## config.mk

```make
export PLATFORM = sky130hd
export DESIGN_NAME = rand_delay_gen
export DESIGN_NICKNAME = d
export VERILOG_FILES = /design/src/rtl/rand_delay_pkg.sv /design/src/rtl/ms_tick_gen.sv /design/src/rtl/rand_delay_gen.sv
export SDC_FILE = /design/constraint.sdc
export NUM_CORES = 1
export LEC_CHECK = 0
export ABC_AREA = 1
export CAP_MARGIN = 20
export CORE_MARGIN = 10
export CORE_UTILIZATION = 45
export CTS_CLUSTER_SIZE = 16
export DETAILED_ROUTE_END_ITERATION = 8
export GPL_TIMING_DRIVEN = 0
export HOLD_SLACK_MARGIN = 0.02
export PLACE_DENSITY = 0.69
export SLEW_MARGIN = 20
export SYNTH_ARGS = -nofsm -noshare
export SYNTH_HDL_FRONTEND = slang
export SYNTH_SLANG_ARGS = --single-unit
```

## constraint.sdc

```tcl
create_clock -name clk -period 4.5 [get_ports clk]
set_clock_uncertainty 0.1 [all_clocks]
set_input_delay 0.9 -clock clk [delete_from_list [all_inputs] [get_ports clk]]
set_output_delay 0.9 -clock clk [all_outputs]
set_load 0.03 [all_outputs]
```

## src/rtl/rand_delay_pkg.sv

```systemverilog
// Shared types and constants for the reaction-timer random-delay generator.
package rand_delay_pkg;

    // Width of every millisecond quantity; holds values up to 9999.
    localparam int MS_W = 14;

    // Feedback taps of the 16-bit Fibonacci LFSR: bits 15, 13, 12 and 10.
    localparam logic [15:0] LFSR_TAPS = 16'hB400;

    typedef enum logic [1:0] {
        IDLE,
        LOAD,
        COUNT,
        DONE
    } delay_state_t;

    // One shift of the LFSR: feedback is the XOR of the tapped bits.
    function automatic logic [15:0] lfsr_next(input logic [15:0] cur);
        return {cur[14:0], ^(cur & LFSR_TAPS)};
    endfunction

endpackage

```

## src/rtl/ms_tick_gen.sv

```systemverilog
// Millisecond prescaler: counts 0..TICK_DIV-1 while enabled and pulses tick
// in the cycle the count sits at TICK_DIV-1, wrapping on that same edge.
module ms_tick_gen #(
    parameter int TICK_DIV = 100_000
) (
    input  logic clk,
    input  logic rst,
    input  logic clr,
    input  logic en,
    output logic tick
);

    localparam int              CNT_W = (TICK_DIV > 1) ? $clog2(TICK_DIV) : 1;
    localparam logic [CNT_W-1:0] LAST = CNT_W'(TICK_DIV - 1);

    logic [CNT_W-1:0] cnt;

    // Prescaler count: clear wins over enable, wrap after the last value.
    always_ff @(posedge clk) begin
        // NOTE: state registers use non-blocking assignments so every flop
        // samples pre-edge values and simulation matches the hardware.
        if (rst) begin
            cnt <= '0;
        end else if (clr) begin
            cnt <= '0;
        end else if (en) begin
            if (cnt == LAST) begin
                cnt <= '0;
            end else begin
                cnt <= cnt + 1'b1;
            end
        end
    end

    assign tick = en && (cnt == LAST);

endmodule

```

## src/rtl/rand_delay_gen.sv

```systemverilog
// Random-delay generator: on request, captures an LFSR nibble, turns it into
// BASE_MS + nibble*STEP_MS milliseconds, counts that down on a 1 ms tick and
// returns a one-cycle done pulse.
module rand_delay_gen
    import rand_delay_pkg::*;
#(
    parameter int          TICK_DIV = 100_000,
    parameter int          BASE_MS  = 1000,
    parameter int          STEP_MS  = 250,
    parameter logic [15:0] SEED     = 16'hACE1
) (
    input  logic            clk,
    input  logic            rst,
    input  logic            start,
    input  logic            abort,
    output logic            busy,
    output logic            done,
    output logic [MS_W-1:0] delay_ms,
    output logic [MS_W-1:0] remaining_ms
);

    localparam logic [MS_W-1:0] BASE_W = MS_W'(BASE_MS);
    localparam logic [MS_W-1:0] STEP_W = MS_W'(STEP_MS);

    delay_state_t    state;
    delay_state_t    state_next;
    logic [15:0]     lfsr;
    logic [MS_W-1:0] load_value;
    logic            tick;

    // Delay derived from the low nibble; parameter limits keep it under 10000.
    assign load_value = BASE_W + MS_W'(lfsr[3:0]) * STEP_W;

    ms_tick_gen #(
        .TICK_DIV (TICK_DIV)
    ) u_tick (
        .clk  (clk),
        .rst  (rst),
        .clr  (state == LOAD),
        .en   (state == COUNT),
        .tick (tick)
    );

    // Free-running pseudo-random source, advancing every non-reset cycle.
    always_ff @(posedge clk) begin
        if (rst) begin
            lfsr <= SEED;
        end else begin
            lfsr <= lfsr_next(lfsr);
        end
    end

    // State register.
    always_ff @(posedge clk) begin
        if (rst) begin
            state <= IDLE;
        end else begin
            state <= state_next;
        end
    end

    // Next-state decode: abort beats start, start is ignored unless idle.
    always_comb begin
        // NOTE: default first so every path assigns state_next and no latch
        // is inferred.
        state_next = state;
        unique case (state)
            IDLE: begin
                if (start && !abort) begin
                    state_next = LOAD;
                end
            end
            LOAD: begin
                state_next = abort ? IDLE : COUNT;
            end
            COUNT: begin
                if (abort) begin
                    state_next = IDLE;
                end else if (tick && (remaining_ms == MS_W'(1))) begin
                    state_next = DONE;
                end
            end
            DONE: begin
                state_next = IDLE;
            end
            default: begin
                state_next = IDLE;
            end
        endcase
    end

    // Delay capture on LOAD, countdown on each tick; an abort freezes the count.
    always_ff @(posedge clk) begin
        if (rst) begin
            delay_ms     <= '0;
            remaining_ms <= '0;
        end else if (state == LOAD) begin
            delay_ms     <= load_value;
            remaining_ms <= load_value;
        end else if ((state == COUNT) && tick && !abort) begin
            remaining_ms <= remaining_ms - 1'b1;
        end
    end

    assign busy = (state == LOAD) || (state == COUNT);
    assign done = (state == DONE);

endmodule

```

==> results.md <==
* Largest family of logic cells by synthesized area: simple AND/OR/NAND/NOR gates
* Sequential fraction of the synthesis area at 34.6%
* H-tree depth at 3
* Max frequency at 0.300 GHz
* First-pass GRT wire length at 13800 um
* Die width at about 110 um
* Clock transition at the registers of the reported paths at around 70 ps
* R2r setup slk at 1160 ps
* Synth Flop Type: dfxtp_1
* Worst skew pair latency at 340 ps
* Library cells used by synthesis at 47
* Setup violations, final at 0
* Asr flop ratio synth at 0%
* DR WL/cell at 13.2 um
* PD cells at between 400 and 500 mW/mm^2
* Max Slew Vio Count at 0
* Core Footprint at a little under 0.008 mm^2
* Mapped Area at 0.00352 mm^2
* Die ar. at between 0.01 and 0.015 mm^2
* Top post-synthesis cells by area: dfxtp_1, nand2_1, ha_1
* Total clock buffers created by CTS at 9
* CTS tree: built
* Post-CTS sizing at 0
* ANT cells at 0
* Final net count at 540
* Slew margin rel. at 64.9%
* Post-synth EDFFs at 0
* Worst VDD drop at 187 uV
* Critical path type: reg2reg
* Synth Area in Compound Gates at 12.0%
* Hold_buf cts at 0
* Cell count after synthesis at ~460
* Final period util at ~74%
* Final wirelength at 8080 um
* Setup TNS at 0 ps
* Placed cell count at between 500 and 600
* Final count of hold timing violations at 0
* Tmin final at between 3000 and 4000 ps
* DP HPWL at between 6000 and 7000 um
* ANT nets after route at 0
* Remaining Overflow, GRT at 0
* Synthesis-to-finish area growth at 17.0%
* Post-layout instance area at ~0.0041 mm^2
* Filler instances at 769
* Initial antenna violation count at 0
* Rows at 32
* Vias in the first global route at ~2900
* Hold WC Path Type: reg2reg
* Power, Total at between 1.5 and 2 mW
* Initial Util at between 40% and 50%
* Xor/xnor share of the synthesized area at 3.98%
* DR vias/cell at around 5.0
* Post-CTS Setup Bufs at 0
* Residual DRC at 0
* Multiplexer area fraction after synthesis at 0%
* Max Cap Violations at 0
* Avg Inst Size Synth at about 7.6 um^2
* Synth Area in Simple Gates at approximately 29%
* Most frequent cells in the layout: nand2_1, dfxtp_1, inv_1
* CP max FO at 6
* RSZ-0062 raised after global routing: false
* Commonest non-fill, non-tap cell in the layout: nand2_1
* Worst-margin pin slew at 527 ps
* Synth Warn # at 0
* Post-synth top area cell: dfxtp_1
* Pin count of the biggest net entering global routing at 11
* Final GP Congestion at about 0.86
* Top-area cell type share of the netlist area at between 30% and 40%
* # IOs at 34
* Chip height at between 100 and 150 um
* Max Root-Sink Buffers at 2
* Worst EP required at about 4700 ps
* Number of DRC markers in iteration 0 at approximately 150
* Storage cell area at between 0.001 and 0.0015 mm^2
* # clock sinks at 61
* Worst Path Arrival at between 3000 and 4000 ps
* Dpl cell area at about 0.004 mm^2
* Tot GR Track Use at 14.4%
* IO buf count at 31
* Fraction of layout cells with a size suffix above 1 at between 10% and 20%
* Drt pass-1 iters at 4
* Status: completed
* Seq cells post-synth at 61
* Leak at 1.76 nW
* Setup crit start kind: register
* Vias at approximately 3000
* Fin cells at 613
* Area occupied by multi-input gates at ~0.002 mm^2
* Endpoint class of the critical path: register
* Adder-Cell Fraction of Synth Area at between 10% and 20%
* Root Buffer: clkbuf_8
state kept, by name (all words and copies together), names as in the netlist:
signal / count
u_tick.cnt: 17
state: 2
lfsr: 16
remaining_ms: 14
delay_ms: 12
worst paths after layout:
check / startpoint / end / cells past startpoint
worst max register to register: lfsr[1]$_SDFF_PP0_ / remaining_ms[11]$_SDFFE_PP0P_ / 16
worst min register to register: lfsr[7]$_SDFF_PP1_ / lfsr[8]$_SDFF_PP0_ / 2
worst min-delay path: lfsr[7]$_SDFF_PP1_ / lfsr[8]$_SDFF_PP0_ / 2
worst max-delay path: lfsr[1]$_SDFF_PP0_ / remaining_ms[11]$_SDFFE_PP0P_ / 16
report_power, final:
part,switching (mW),leakage [nW],internal (mW)
registers,0.0444,0.499,0.590
logic,0.409,1.18,0.247
clock network,0.210,0.0829,0.196
per-layer routing:
metal / wire (um) / GRT usage, % / share of wire [%] / vias up
met4: 110 / 5.93 / 1.4 / 0
met2: 3750 / 22.8 / 46 / 52
met3: 438 / 3.45 / 5.4 / 13
met1: 3780 / 18.3 / 47 / 1398
li1: - / - / - / 1596
met5: 0 / 0 / 0 / -
cells by family after synthesis:
kind of cell | Yosys count
flops | 61
fa+ha+maj | 30
other cells | 1
buf+inv | 73
xor+xnor | 16
simple gates | 207
compound gates | 75
metrics by stage:
| step | hold slack (ps) | setup WS (ps) | utilization (%) |
|---|---|---|---|
| floorplan | 288 | 1550 | - |
| global placement | 290 | 1290 | 51.6 |
| detailed placement | 296 | 1220 | 51.6 |
| CTS | 307 | 1200 | 53.7 |
| global route | 318 | 885 | 53.7 |
| finish | 303 | 1160 | 53.7 |
area by class of cell:
cell class                 instances  area share, %
buffer                            11           1.43
clock buffer                      11           3.18
clock inverter                     5          0.667
inverter                          62           5.70
multi-input combinational        330           48.8
sequential                        61           29.6
tap                              102           3.09
timing repair buffer              31           7.52
cell usage after synthesis, types with 2 or more instances:
| master | count |
|---|---|
| a211oi_1 | 3 |
| a21oi_1 | 32 |
| a31oi_1 | 3 |
| buf_2 | 2 |
| buf_4 | 2 |
| clkbuf_1 | 6 |
| clkinv_1 | 2 |
| dfxtp_1 | 61 |
| fa_1 | 7 |
| ha_1 | 23 |
| inv_1 | 55 |
| inv_2 | 4 |
| nand2_1 | 85 |
| nand2_2 | 4 |
| nand2_4 | 2 |
| nand3_1 | 25 |
| nand3_4 | 2 |
| nand4_1 | 11 |
| nor2_1 | 43 |
| nor2_2 | 7 |
| nor2_4 | 3 |
| nor3_1 | 5 |
| nor3_2 | 3 |
| nor3b_1 | 3 |
| o21ai_0 | 18 |
| o21ai_1 | 9 |
| o31ai_1 | 2 |
| or2_1 | 2 |
| or2_2 | 7 |
| xnor2_1 | 6 |
| xor2_1 | 10 |
critical path: stages (launching register included):
cell and delay, ps:
dfxtp_1 390, fa_1 630, inv_1 100, fa_1 500
inv_1 40, ha_1 350, nand2_1 110, clkinv_1 60
nor2_1 220, nor2_1 110, nand3_1 130, nor2_2 60
nand2_1 80, nand2_1 50, nand2_1 60, nand3_1 120
a21oi_1 150
Power figures use the tool's default switching activity.
